--- config.mk ---
export PLATFORM = sky130hd
export DESIGN_NAME = uart_frame_decoder
export DESIGN_NICKNAME = d
export VERILOG_FILES = /design/src/rtl/uart_frame_decoder.sv
export SDC_FILE = /design/constraint.sdc
export NUM_CORES = 1
export LEC_CHECK = 0
export CAP_MARGIN = 20
export CORE_MARGIN = 2
export CORE_UTILIZATION = 42
export DETAILED_ROUTE_END_ITERATION = 7
export GPL_TIMING_DRIVEN = 0
export SLEW_MARGIN = 20
export SYNTH_ARGS = -nofsm -noshare
export SYNTH_HDL_FRONTEND = slang
export SYNTH_SLANG_ARGS = --single-unit
export TNS_END_PERCENT = 100
--- constraint.sdc ---
create_clock -name clk -period 4.7 [get_ports clk]
set_input_delay 0.705 -clock clk [delete_from_list [all_inputs] [get_ports clk]]
set_output_delay 0.705 -clock clk [all_outputs]
set_load 0.03 [all_outputs]
--- src/rtl/uart_frame_decoder.sv ---
// uart_frame_decoder: assembles SYNC/CTRL/FREQ/OUT/CSUM byte frames into registered pattern and control words.
module uart_frame_decoder #(
    parameter int         DATA_BIT    = 32,
    parameter int         CH_NUM      = 16,
    parameter logic [7:0] SYNC_BYTE   = 8'hA5,
    parameter int         TIMEOUT_CYC = 100000
) (
    input  logic                clk,
    input  logic                rst_n,
    input  logic [7:0]          i_data,
    input  logic                i_rx_done_tick,
    output logic [DATA_BIT-1:0] o_output_pattern,
    output logic [DATA_BIT-1:0] o_freq_pattern,
    output logic [3:0]          o_sel_out,
    output logic                o_start,
    output logic                o_stop,
    output logic                o_mode,
    output logic                o_done_tick,
    output logic                o_err_tick,
    output logic [1:0]          o_err_code
);
    localparam int NB = DATA_BIT / 8;
    localparam int CW = $clog2(NB) + 1;
    localparam int TW = $clog2(TIMEOUT_CYC);

    typedef enum logic [2:0] {S_SYNC, S_CTRL, S_FREQ, S_OUT, S_CSUM} state_t;

    state_t              state, state_nx;
    logic [CW-1:0]       bcnt;
    logic [TW-1:0]       tcnt;
    logic [DATA_BIT-1:0] freq_buf, out_buf;
    logic [3:0]          sel_buf;
    logic [2:0]          bits_buf;
    logic [7:0]          xor_acc;
    logic                commit, err, tmo, last;
    logic [1:0]          code;

    assign last = bcnt == CW'(NB - 1);
    // fires one cycle early so the registered error lands TIMEOUT_CYC cycles after the last tick
    assign tmo  = state != S_SYNC && !i_rx_done_tick && tcnt == TW'(TIMEOUT_CYC - 2);

    always_ff @(posedge clk or negedge rst_n)
        if (!rst_n) state <= S_SYNC;
        else        state <= state_nx;

    always_comb begin
        state_nx = state;
        commit   = 1'b0;
        err      = 1'b0;
        code     = 2'd0;
        if (tmo) begin
            state_nx = S_SYNC;
            err      = 1'b1;
            code     = 2'd3;
        end else if (i_rx_done_tick) begin
            case (state)
                S_SYNC:  state_nx = i_data == SYNC_BYTE ? S_CTRL : S_SYNC;
                S_CTRL:  state_nx = S_FREQ;
                S_FREQ:  state_nx = last ? S_OUT : S_FREQ;
                S_OUT:   state_nx = last ? S_CSUM : S_OUT;
                default: begin
                    state_nx = S_SYNC;
                    code     = i_data != xor_acc ? 2'd1 : {1'b0, sel_buf} >= 5'(CH_NUM) ? 2'd2 : 2'd0;
                    err      = code != 2'd0;
                    commit   = code == 2'd0;
                end
            endcase
        end
    end

    always_ff @(posedge clk or negedge rst_n) begin
        if (!rst_n) begin
            o_output_pattern <= '0;
            o_freq_pattern   <= '0;
            o_sel_out        <= '0;
            o_start          <= 1'b0;
            o_stop           <= 1'b0;
            o_mode           <= 1'b0;
            o_done_tick      <= 1'b0;
            o_err_tick       <= 1'b0;
            o_err_code       <= '0;
            freq_buf         <= '0;
            out_buf          <= '0;
            sel_buf          <= '0;
            bits_buf         <= '0;
            xor_acc          <= '0;
            bcnt             <= '0;
            tcnt             <= '0;
        end else begin
            o_done_tick <= commit;
            o_err_tick  <= err;
            if (err) o_err_code <= code;
            if (commit) begin
                o_freq_pattern   <= freq_buf;
                o_output_pattern <= out_buf;
                o_sel_out        <= sel_buf;
                o_start          <= bits_buf[0];
                o_stop           <= bits_buf[1];
                o_mode           <= bits_buf[2];
            end
            tcnt <= i_rx_done_tick || state == S_SYNC ? '0 : tcnt + TW'(1);
            bcnt <= state_nx != state ? '0 : bcnt + CW'(i_rx_done_tick);
            if (tmo) begin
                freq_buf <= '0;
                out_buf  <= '0;
                sel_buf  <= '0;
                bits_buf <= '0;
                xor_acc  <= '0;
            end else if (i_rx_done_tick) begin
                if (state == S_CTRL) begin
                    sel_buf  <= i_data[7:4];
                    bits_buf <= i_data[2:0];
                    xor_acc  <= i_data;
                end
                // bytes arrive LSB first, so each new byte enters at the top and slides down
                if (state == S_FREQ) begin
                    freq_buf <= DATA_BIT'({i_data, freq_buf} >> 8);
                    xor_acc  <= xor_acc ^ i_data;
                end
                if (state == S_OUT) begin
                    out_buf <= DATA_BIT'({i_data, out_buf} >> 8);
                    xor_acc <= xor_acc ^ i_data;
                end
            end
        end
    end
endmodule

* Yosys cells after proc, flatten, opt, wreduce, memory -nomap -nowiden
Cells that the tools add are included.
Widths: inputs -> output; s select.
** Word-level totals
- Register bits after elaboration :: 177
- Output and inout port bits :: 75
- Word-level logic and storage cells :: 81
** Operators by class
- Reductions and logical operators :: 18
- Add/subtract/negate cells :: 2
- Bitwise operators :: 1
- Muxes and demuxes :: 35
- Equal/unequal tests :: 8
** Operators by type and width (number)
- $mux 32 :: 6
- $mux 8 :: 5
- $mux 3 :: 7
- $add 17x1->17 const B :: 1
- $eq 17x17->1 const B :: 1
- $mux 17 :: 1
- $mux 4 :: 3
- $pmux 3 s4 :: 1
- $mux 1 :: 11
- $reduce_bool 2->1 :: 5
- $eq 3x2->1 const B :: 3
- $eq 8x8->1 const B :: 1
- $ne 8x8->1 :: 1
- $reduce_and 2->1 :: 4
- $xor 8x8->8 :: 1
- $reduce_bool 4->1 :: 1
- $reduce_or 4->1 :: 1
- $add 3x1->3 :: 1
- $eq 3x1->1 const B :: 1
- $logic_not 3->1 :: 1
- $ne 3x3->1 :: 1
- $reduce_bool 3->1 :: 1
- $logic_and 1x1->1 :: 2
- $logic_not 2->1 :: 1
- other kinds (3) :: 3

* Depth between registers and ports, before layout
Gate-level depths: netlist (run 1).
- Depth after elaboration :: 7
- Mapped depth :: 8
- Gate-level depth less buffers :: 6

* Least setup slack after synthesis (run 1)
Ideal clock, no wire load.
- Path kind :: input port to flip-flop
- Start :: input i_data[0]
- End :: register o_freq_pattern[10]
- Stages :: 6
- Arrival :: 2.189 ns
- Required time :: 4.575 ns
- Path slack :: 2.386 ns
- Library setup time :: 0.125 ns
- Path through :: clkbuf_1 > xnor2_1 > nand4_1 > nor3_4 > buf_6 > mux2_2
** On the way
- Cells in the longest elaborated chain, start to end :: 6
** Ends and longest elaborated chain
- start, declared :: RTL line 10 : input logic [7:0] i_data,
- $ne 8x8->1 :: RTL line 63 : code = i_data != xor_acc ? 2'd1 : {1'b0, sel_buf} >= 5'(CH_NUM) ? 2'd2 : 2'd0;
- $mux 1 :: RTL line 63
- $logic_not 2->1 :: RTL line 65 : commit = code == 2'd0;
- $mux 1 :: RTL line 56 : case (state)
- $mux 1 :: RTL line 55 : end else if (i_rx_done_tick) begin
- $mux 1 :: RTL line 51 : if (tmo) begin
- end signal, assigned :: RTL line 94 : o_freq_pattern <= freq_buf;
- end, declared :: RTL line 13 : output logic [DATA_BIT-1:0] o_freq_pattern,
No other way between the ends.
A chain may end at the register's enable or synchronous reset.

* Worst setup path in the final report (run 1)
- Start :: input i_data[6]
- End :: register o_freq_pattern[30]
Same word-level chain as after synthesis.

==> key figures, run 1 <==
Worst setup path
  • CP startpoint kind: primary input
  • Required time worst endpoint: approximately 5.0 ns
  • Crit end category: register
  • Worst Path Buf+Inv: 2
  • R2r setup slk: 2.41 ns
  • WP data arrival: around 3.0 ns
  • Worst setup path startpoint: i_data[6]
  • Slowest CP cell: clkdlybuf4s50_1
  • CP top delay family: buffers and inverters
  • R2r startpoint: tcnt[11]
  • Largest fanout on the critical path: 10
  • Reg2reg end: xor_acc[4]
  • Worst-case reg-to-reg path depth: 6
  • Largest stage delay, worst path: about 0.74 ns
  • Setup CP Type: in2reg
  • CP cell instances: clkdlybuf4s50_1, xnor2_1, nand4_1, nor3_4, buf_6, mux2_1

GRT
  • Grt total ovfl: 0
  • Initial antenna violation count: 0
  • Largest net degree at the start of global routing: 91
  • First-pass GRT wire length: approximately 27 mm
  • GR Util All Layers: a little under a fifth
  • Via count of the first global-routing pass: about 5,300

Clock tree
  • CTS H-tree depth: 4
  • Total CTS buffers: 17
  • CTS Buffer Depth: 2
  • Clock Sinks: about 180
  • Worst skew pair latency: between 0.4 and 0.5 ns
  • Root buffer cell: clkbuf_16
  • Hold-fix buffers, CTS: 0
  • Clock Pin Slew Worst Setup and Hold Paths: roughly 0.07 ns
  • CTS tree: built
  • Setup bufs post-CTS: 0
  • Post-CTS resize count: 0

Placed design
  • Setup WS pre-CTS: ~1.5 ns
  • Port bufs: 82
  • DP Area: 0.008646 mm²
  • GPL Wtd Cong: 0.8295
  • Hpwl dp: between 10 and 15 mm
  • Total placed cells including tap cells: 947

Routing
  • Total Routed Length: between 15 and 20 mm
  • ANT nets after route: 0
  • Vias: ~5,100
  • 1st-iter DRT viols: 204
  • Post-route DRC: 0
  • Drt pass-1 iters: 4
  • Post-DR wirelength/cell: about 17 µm
  • Vias per inst: between 5 and 6

Flow run
  • Maxcap violations: 0

Yosys
  • Sequential area share after synthesis: between 50 and 60%
  • Post-synth cell types: between 40 and 50
  • Synthesized flop and latch total: around 180
  • Syn nets: 654
  • Mapped Cells: between 600 and 700
  • Mapped cell area: around 0.0075 mm²
  • Syn. warnings: 0
  • Dominant cell type by area after synthesis: dfrtp_1
  • Post-synth EDFFs: 0
  • Post-synth top area share: between 50% and 60%
  • Most used DFF post-synth: dfrtp_1
  • Synth cell count leaders: dfrtp_1 (177), nand2_1 (78), nor2_1 (63)
  • Area contributors post-synth: dfrtp_1 (59%), mux2_2 (6.6%), mux2i_1 (4.3%), mux2_1 (4.2%), nand2_1 (3.9%)
  • Most common cell in the synthesized netlist: dfrtp_1
  • Mean Syn Cell Area: ~12 µm²
  • Async SR Flop Fraction: 100.0%

Die
  • Die Y: about 140 µm
  • # IOs: between 80 and 90
  • Die span in x: approximately 140 µm
  • Die Area: between 0.015 and 0.02 mm²
  • Row count: 48
  • Core ar.: about 0.017 mm²
  • Initial Utilization: roughly 43%

Final layout
  • Design Area, Final: 0.009284 mm²
  • Post-route insts no fill: between 900 and 1,000
  • # diodes: 0
  • Layout cell share with drive strength beyond 1: between 10% and 20%
  • Layout area overhead: 23.60%
  • Post-layout nets: between 700 and 800

Timing
  • Tmin final: around 2.7 ns
  • Worst-Margin Slew: 0.8697 ns
  • Skew final: around 0.010 ns
  • Final setup viols: 0
  • Fin. Hold Viols: 0
  • Hold WS: 0.2903 ns
  • Final WS setup: roughly 2 ns
  • Post-route clock period utilization: 58.13%
  • Slew HR: ~42%
  • RSZ-0062 raised after global routing: false
  • Fmax: between 300 and 400 MHz
  • Pins Over Slew Limit: 0

Power
  • Clk pwr share: approximately 37%
  • P_int: 2.928 mW
  • Power, Total: slightly above 4 mW
  • Sw Pwr: approximately 1.1 mW
  • Part of the power in registers: 47.1%
  • Leak: ~4.2 nW
  • Switching share of power: 27.42%
  • Max IR drop VDD: between 200 and 300 µV
  • Logic pwr share: ~16%
  • Pwr/cell area: 434.5 mW/mm²

Hold path
  • HP Class: in2async

Run status
  • Run status: complete, no violations
[kinds of logic after synthesis]
logic type	synth area share [%]
and+or+nand+nor	11.66
DFF	58.97
muxes	15.06
AOI/OAI and AO/OA	7.380
buffers and inverters	3.931
xor gates and xnor gates	2.332
adders and majority gates	0.6664
[worst register-to-register path: stages, from the launching register on]
cell,delay [ns]
dfrtp_1,0.42
or3_1,0.35
or3_1,0.42
nor3_2,0.44
buf_4,0.31
buf_6,0.18
nor2_1,0.06
[metal layers]
metal,track usage [%],share of wire [%],vias to the layer above
met5,0,0,-
met1,25.59,45,2575
met3,2.943,4.2,16
met4,6.236,1.3,0
met2,30.79,49,114
li1,-,-,2401
[worst max path at each step]
stage / endpoint / slack (ns) / cells after the start
after floorplan: o_freq_pattern[10] / 2.39 / 6
after global placement: o_output_pattern[3] / -4.26 / 1
after detailed placement: o_freq_pattern[31] / 1.49 / 6
after CTS: o_output_pattern[30] / 1.94 / 6
after global routing: o_freq_pattern[27] / 1.81 / 6
final: o_freq_pattern[30] / 1.97 / 6
[per-stage QoR]
stage | util (%) | setup TNS, ns
global route | 53.30 | 0
CTS | 53.30 | 0
global placement | 49.45 | -750.25
finish | 53.30 | 0
detailed placement | 49.64 | 0
floorplan | - | 0
[cell usage in the layout, fill, tap and decap left out, types with 4 or more instances in the layout]
cell / count
o21ai_0: 13
mux2_1: 28
nor3b_1: 9
inv_1: 14
a21oi_1: 36
buf_6: 11
a22oi_1: 8
buf_2: 7
dfrtp_1: 177
a22o_1: 7
bufinv_16: 4
nand4_1: 6
o31a_1: 8
or3_1: 4
nand2_1: 78
a31oi_1: 8
clkbuf_16: 17
clkbuf_1: 17
xnor2_1: 18
nor4_1: 4
mux2i_1: 32
clkdlybuf4s50_1: 81
nor2_1: 63
nor3_1: 6
nand3_1: 7
clkinvlp_4: 5
ha_1: 4
mux2_2: 44
[registers in the layout, indices dropped and copies added, names as in the netlist]
name              count
o_freq_pattern       32
o_done_tick           1
o_output_pattern     32
xor_acc               8
o_sel_out             4
o_mode                1
state                 3
tcnt                 17
o_stop                1
o_err_tick            1
sel_buf               4
o_start               1
freq_buf             32
bcnt                  3
out_buf              32
o_err_code            2
bits_buf              3
[power by group through the flow]
stage	Sequential, mW	Combinational (mW)	Clock [mW]
3_3_place_gp	1.92	0.603	0
6_report	1.90	0.633	1.50
3_5_place_dp	1.93	0.636	0
2_1_floorplan	1.86	0.486	0
4_1_cts	1.90	0.638	1.53
5_1_grt	1.93	0.724	1.61
[area by class of cell]
class	instances	area (µm²)
clock inverter	13	185.2
inverter	14	52.55
buffer	39	242.7
timing repair buffer	83	853.3
sequential	177	4429
clock buffer	19	452.9
tap	225	281.5
multi-input combinational	409	2786
fill	1549	8133
No activity file was read; power rests on OpenSTA's default activity.
==> inputs of run 2 (changes only) <==
==> constraint.sdc (replaced) <==
create_clock -name clk -period 2.87 [get_ports clk]
set_input_delay 0.4305 -clock clk [delete_from_list [all_inputs] [get_ports clk]]
set_output_delay 0.4305 -clock clk [all_outputs]
set_load 0.03 [all_outputs]
==> results of run 2 <==
The final DEF is identical to that of run 1. Status: complete, no violations.
Main changes from that run: setup slack after placement 1.487 ns -> -0.06867 ns; setup slack after layout 1.968 ns -> 0.4125 ns; hold slack 0.2903 ns -> 0.01578 ns; register-to-register setup slack 2.41 ns -> 0.58 ns; total power 4.034 mW -> 6.607 mW; worst IR drop on VDD 259.3 µV -> 424.7 µV
==> inputs of run 3 (changes only) <==
--- a/config.mk
+++ b/config.mk
@@ -10,6 +10,7 @@
 export CORE_UTILIZATION = 42
 export DETAILED_ROUTE_END_ITERATION = 7
 export GPL_TIMING_DRIVEN = 0
+export SKIP_CTS_REPAIR_TIMING = 1
 export SLEW_MARGIN = 20
 export SYNTH_ARGS = -nofsm -noshare
 export SYNTH_HDL_FRONTEND = slang
==> results of run 3 <==
The final DEF is identical to that of run 1. Status: complete, no violations.
Main changes from that run: setup slack after placement 1.487 ns -> -0.06867 ns; setup slack after layout 1.968 ns -> 0.4125 ns; hold slack 0.2903 ns -> 0.01578 ns; register-to-register setup slack 2.41 ns -> 0.58 ns; total power 4.034 mW -> 6.607 mW; worst IR drop on VDD 259.3 µV -> 424.7 µV
